==> src/rtl/reg_file_mp.sv <==
// reg_file_mp: ID-stage register file with two combinational read ports,
// one write port, hard-wired zero register, per-register pending scoreboard
// and a sequential clear engine.
// Optional write-first forwarding is compiled in with `define REG_FILE_BYPASS_EN.

// One read port: zero-register and sweep/reset masking, optional forwarding.
module reg_file_mp_rd #(
  parameter int WIDTH    = 64,
  parameter int ADDR_W   = 5,
  parameter int ZERO_REG = 31
) (
  input  logic [2**ADDR_W-1:0][WIDTH-1:0] mem,
  input  logic [2**ADDR_W-1:0]            pend,
  input  logic [ADDR_W-1:0]               r_reg,
  input  logic                            force_zero,
  input  logic                            byp_en,
  input  logic                            byp_keep,
  input  logic [ADDR_W-1:0]               w_reg,
  input  logic [WIDTH-1:0]                w_data,
  output logic [WIDTH-1:0]                r_data,
  output logic                            r_pend
);
  localparam logic [ADDR_W-1:0] ZR = ADDR_W'(ZERO_REG);

  logic hit;
  assign hit = byp_en && (r_reg == w_reg);

  // Select array / forwarded value; a forwarded write retires the producer
  // unless a new producer is being issued to the same register this cycle.
  always_comb begin
    r_data = '0;
    r_pend = 1'b0;
    if (!force_zero && (r_reg != ZR)) begin
      if (hit) begin
        r_data = w_data;
        r_pend = byp_keep && pend[r_reg];
      end else begin
        r_data = mem[r_reg];
        r_pend = pend[r_reg];
      end
    end
  end
endmodule

module reg_file_mp #(
  parameter int WIDTH    = 64,
  parameter int ADDR_W   = 5,
  parameter int ZERO_REG = 31
) (
  input  logic              clk,
  input  logic              rst_n,
  input  logic [ADDR_W-1:0] r_reg1,
  input  logic [ADDR_W-1:0] r_reg2,
  output logic [WIDTH-1:0]  r_data1,
  output logic [WIDTH-1:0]  r_data2,
  output logic              r_pend1,
  output logic              r_pend2,
  input  logic [ADDR_W-1:0] w_reg,
  input  logic [WIDTH-1:0]  w_data,
  input  logic              RegWrite,
  input  logic              iss_valid,
  input  logic [ADDR_W-1:0] iss_reg,
  input  logic              clr_req,
  output logic              clr_busy
);
  localparam int NUM_REGS  = 2**ADDR_W;
  localparam int NUM_PORTS = 2;
  localparam logic [ADDR_W-1:0] ZR   = ADDR_W'(ZERO_REG);
  localparam logic [ADDR_W-1:0] LAST = ADDR_W'(NUM_REGS-1);

  typedef enum logic {IDLE, CLEAR} state_t;

  state_t                         state, state_nxt;
  logic [ADDR_W-1:0]              idx;
  logic [NUM_REGS-1:0][WIDTH-1:0] mem;
  logic [NUM_REGS-1:0]            pend, pend_nxt;
  logic                           idle, wr_en, byp_en, byp_keep, force_zero;

  assign idle       = (state == IDLE);
  assign wr_en      = RegWrite && idle && (w_reg != ZR);
  assign clr_busy   = (state == CLEAR);
  assign force_zero = !rst_n || !idle;

`ifdef REG_FILE_BYPASS_EN
  assign byp_en   = wr_en;
  assign byp_keep = iss_valid && (iss_reg == w_reg);
`else
  assign byp_en   = 1'b0;
  assign byp_keep = 1'b0;
`endif

  // FSM state register
  always_ff @(posedge clk or negedge rst_n) begin
    if (!rst_n) state <= IDLE;
    else        state <= state_nxt;
  end

  // FSM next state: start sweep on request, finish after the last index
  always_comb begin
    state_nxt = state;
    case (state)
      IDLE:    if (clr_req)     state_nxt = CLEAR;
      CLEAR:   if (idx == LAST) state_nxt = IDLE;
      default: state_nxt = IDLE;
    endcase
  end

  // Sweep index: loaded with 0 on entry, wraps back to 0 after the last write
  always_ff @(posedge clk or negedge rst_n) begin
    if (!rst_n)                idx <= '0;
    else if (idle && clr_req)  idx <= '0;
    else if (!idle)            idx <= idx + ADDR_W'(1);
  end

  // Storage: sweep zeroes one entry per cycle, otherwise WB write
  always_ff @(posedge clk or negedge rst_n) begin
    if (!rst_n)      mem <= '0;
    else if (!idle)  mem[idx] <= '0;
    else if (wr_en)  mem[w_reg] <= w_data;
  end

  // Scoreboard next value: write clears, issue sets (issue applied last so it wins)
  always_comb begin
    pend_nxt = pend;
    if (idle) begin
      if (clr_req) begin
        pend_nxt = '0;
      end else begin
        if (RegWrite)  pend_nxt[w_reg]   = 1'b0;
        if (iss_valid) pend_nxt[iss_reg] = 1'b1;
      end
    end
    pend_nxt[ZR] = 1'b0;
  end

  // Scoreboard register
  always_ff @(posedge clk or negedge rst_n) begin
    if (!rst_n) pend <= '0;
    else        pend <= pend_nxt;
  end

  logic [NUM_PORTS-1:0][ADDR_W-1:0] rd_addr;
  logic [NUM_PORTS-1:0][WIDTH-1:0]  rd_data;
  logic [NUM_PORTS-1:0]             rd_pend;

  assign rd_addr = {r_reg2, r_reg1};
  assign r_data1 = rd_data[0];
  assign r_data2 = rd_data[1];
  assign r_pend1 = rd_pend[0];
  assign r_pend2 = rd_pend[1];

  for (genvar p = 0; p < NUM_PORTS; p++) begin : g_rd
    reg_file_mp_rd #(.WIDTH(WIDTH), .ADDR_W(ADDR_W), .ZERO_REG(ZERO_REG)) u_rd (
      .mem        (mem),
      .pend       (pend),
      .r_reg      (rd_addr[p]),
      .force_zero (force_zero),
      .byp_en     (byp_en),
      .byp_keep   (byp_keep),
      .w_reg      (w_reg),
      .w_data     (w_data),
      .r_data     (rd_data[p]),
      .r_pend     (rd_pend[p])
    );
  end
endmodule

==> config.mk <==
export PLATFORM = sky130hd
export DESIGN_NAME = reg_file_mp
export DESIGN_NICKNAME = d
export VERILOG_FILES = /design/src/rtl/reg_file_mp.sv
export SDC_FILE = /design/constraint.sdc
export NUM_CORES = 2
export LEC_CHECK = 0
export CAP_MARGIN = 10
export CORE_ASPECT_RATIO = 1.4
export CORE_MARGIN = 2
export CORE_UTILIZATION = 55
export CTS_BUF_LIST = sky130_fd_sc_hd__clkbuf_4
export CTS_CLUSTER_SIZE = 14
export DETAILED_ROUTE_END_ITERATION = 6
export GPL_TIMING_DRIVEN = 1
export HOLD_SLACK_MARGIN = 0.15
export PLACE_DENSITY = 0.75
export SLEW_MARGIN = 20
export SYNTH_ARGS = -nofsm -noshare
export SYNTH_HDL_FRONTEND = slang
export SYNTH_SLANG_ARGS = --single-unit
==> constraint.sdc <==
create_clock -name clk -period 3.2 [get_ports clk]
set_input_delay 0.64 -clock clk [delete_from_list [all_inputs] [get_ports clk]]
set_output_delay 0.64 -clock clk [all_outputs]
set_load 0.01 [all_outputs]
==> reports/results.ini <==
[status]
status = finished, violations left
violations = DRC, setup timing

[synth]
synth.distinct_cells = 60
syn_nets = 8425
avgSynthCellArea_um2 = 13.0
netlist_area_um2 = 108000
synth_top_area_cell = dfrtp_1
yosys_warnings = 0
ys_seq_area_share_pct = 48.1
ys_ff_latch = 2085
yosys-top-cells-area = dfrtp_1 (48%), a22o_1 (16%), mux4_2 (13%)
synth_edf_count = 0
async_flop_share_pct = 100
ys.flop_type = dfrtp_1
synth_top_area_share_pct = 48.1
postSynthCellCount = 8331

[timing]
hold_viol_final = 0
timing.slew.headroom_pct = 13.0
setup_ws_ns = -1.11
clock_skew_ns = 0.0819
clock.fmax_mhz = 232
worst_hold_slack_ns = 0.196
worst_slew_pin_slew_ns = 1.30
period_needed_ns = 4.31
setup_viol = 130
rsz0062_at_grt = yes
slew_violations = 0
fin_crit_sh_pct = 135

[die]
fp.coreArea_um2 = 196000
fp.dieH_um = 529
start_util_pct = 55.4
io_pins = 220
die-area_um2 = 201000
fp.dieW_um = 379
rows = 192

[route]
drt_pre_antenna_iters = 7
drc_errors = 61
num_vias = 98100
routed_via_density = 8.09
drt_first_iter_violations = 16400
wl_per_cell_um = 40.2
ant_nets = 0
wl_mm = 488

[worst_setup_path]
cp_common_cell = buf_6
crit_required_ns = 2.56
critPathKind = reg2out
worstPathCellList = nor2b_4, buf_6, nor2b_4, buf_12, buf_16, buf_6, nand4_1, a32oi_1, buf_4, buf_6
end_kind = primary output
cp_slowest_cell = dfrtp_2
cpPeakStageDelay_ns = 0.50
startpoint_type = register
cp.arrival_ns = 3.67
cp_max_fo = 6

[final_layout]
layout_commonest_cell = dfrtp_1
drive_gt1_share_pct = 33.7
nNetsFinal = 9248
area_growth_pct = 21.2
layout_common_cells = dfrtp_1 (2,084), a22o_1 (1,997), mux2i_1 (751)
seqCellArea_um2 = 52200
fill_cells = 13600
multi_input_area_um2 = 53800
final_util_pct = 67.1

[clock_tree]
root_buffer = clkbuf_4
cts_tree = done
cts.htree.levels = 6
path_clk_slew_ns = 0.07
worstSkewPairLatency_ns = 1.30
numCtsBuffers = 540
clk_path_buf_depth = 4
clkSinkCount = 2085

[placed_design]
gp_congestion = 0.987
hpwl_mm = 291
port_buffers = 219

[global_routing]
grt_max_degree = 175
grt_pass1_wl_mm = 694
grt_pass1_vias = 99100
overflow = 0
grt.total_usage_pct = 48.0
antenna_found_initial = 26

[power]
irDropWorstVdd_v = 0.000428
p_leak_nw = 60.0
power_density_nw_per_um2 = 548

[worst_hold_path]
min_path_type = in2reg

[job]
maxCapViolCount = 0

logic make-up (layout without fill, tap and decap cells):
logic type      count (synthesis)  in the layout  synth area share (%)
compound gates               2886           2886                  22.1
flops                        2085           2085                  48.1
mux                          1576           1576                  21.9
buf+inv                      1088           2251                  4.70
simple gates                  689            689                  3.12
fa+ha+maj                       5              5                0.0577
xor+xnor                        2              2                0.0162
other cells                     0             22                     0
critical path, delay by kind of cell, from the launching register on:
kind            cells  cell delay, ns
flops               1            0.50
compound gates      1            0.36
buf+inv             6            0.88
simple gates        3            0.60
routing by layer:
layer  share of wire [%]  wire, µm  vias to the layer above  global-route usage, %
met5                0.12       596                        -                   1.47
met3                  18     89500                     3672                   25.0
met2                  40    194000                    11000                   63.6
met4                  11     53100                       35                   41.3
li1                    -         -                    35200                      -
met1                  31    151000                    48200                   56.7
where the power goes:
part / switching [mW] / internal [mW] / leakage (nW)
clock: 12.0 / 11.9 / 3.89
sequential: 2.38 / 29.0 / 28.9
combinational: 9.65 / 7.18 / 27.2
cells in the mapped netlist (118+ instances only):
| cell | count |
|---|---|
| mux2i_1 | 751 |
| nand2_1 | 314 |
| a221oi_1 | 200 |
| dfrtp_1 | 2085 |
| nor2b_1 | 122 |
| o21ai_0 | 181 |
| buf_2 | 444 |
| clkbuf_1 | 475 |
| mux2_2 | 205 |
| a22o_1 | 1997 |
| a22oi_1 | 118 |
| mux4_2 | 620 |
registers in the layout, summed over array words and instances (netlist names):
signal    flops
mem        2048
pend         31
idx           5
clr_busy      1
final cells by class:
class | instances | area share, %
multi-input cells | 5158 | 40.9
flip-flops and latches | 2085 | 39.7
clock buffers | 741 | 4.23
clock inverters | 141 | 0.754
well taps | 2619 | 2.49
repair buffers | 1363 | 11.9
diodes | 22 | 0.0419
inverters | 6 | 0.0181
path summary, 6_finish.rpt:
| kind | from | endpoint | slack (ns) | cells past startpoint |
|---|---|---|---|---|
| hold / removal | clr_req | idx[4] | 0.20 | 3 |
| setup / recovery | clr_busy | r_data2[6] | -1.11 | 10 |
| min in group asynchronous | rst_n | mem[583] | 0.36 | 4 |
| setup reg to reg | clr_busy | mem[671] | 0.06 | 9 |
| max in group asynchronous | rst_n | mem[81] | 0.89 | 5 |
| hold reg to reg | mem[977] | mem[977] | 0.52 | 1 |
metrics by stage:
stage / instance area [µm²] / total power, mW / cells / setup WS (ns) / setup TNS [ns]
6_report: 131000 / 72.1 / 12100 / -1.11 / -120.15
5_1_grt: 131000 / 73.6 / 12100 / -1.06 / -116.66
4_1_cts: 130000 / 70.4 / 12100 / -1.20 / -114.04
3_5_place_dp: 121000 / 46.7 / 11100 / -0.826 / -68.16
3_3_place_gp: 121000 / 46.1 / 11100 / -0.837 / -77.08
2_1_floorplan: 108000 / 39.1 / 8331 / 0.418 / 0
what timing repair did:
item                                    CTS  global route
cloned                                    4             3
pin swaps                               127           147
resized for setup                       782           284
setup buffers                            43            67
endpoints found under the setup margin  131           130
hold endpoints to repair                657             0
hold buffers                              5             0
Note: power is estimated with default switching activity, not from simulation.
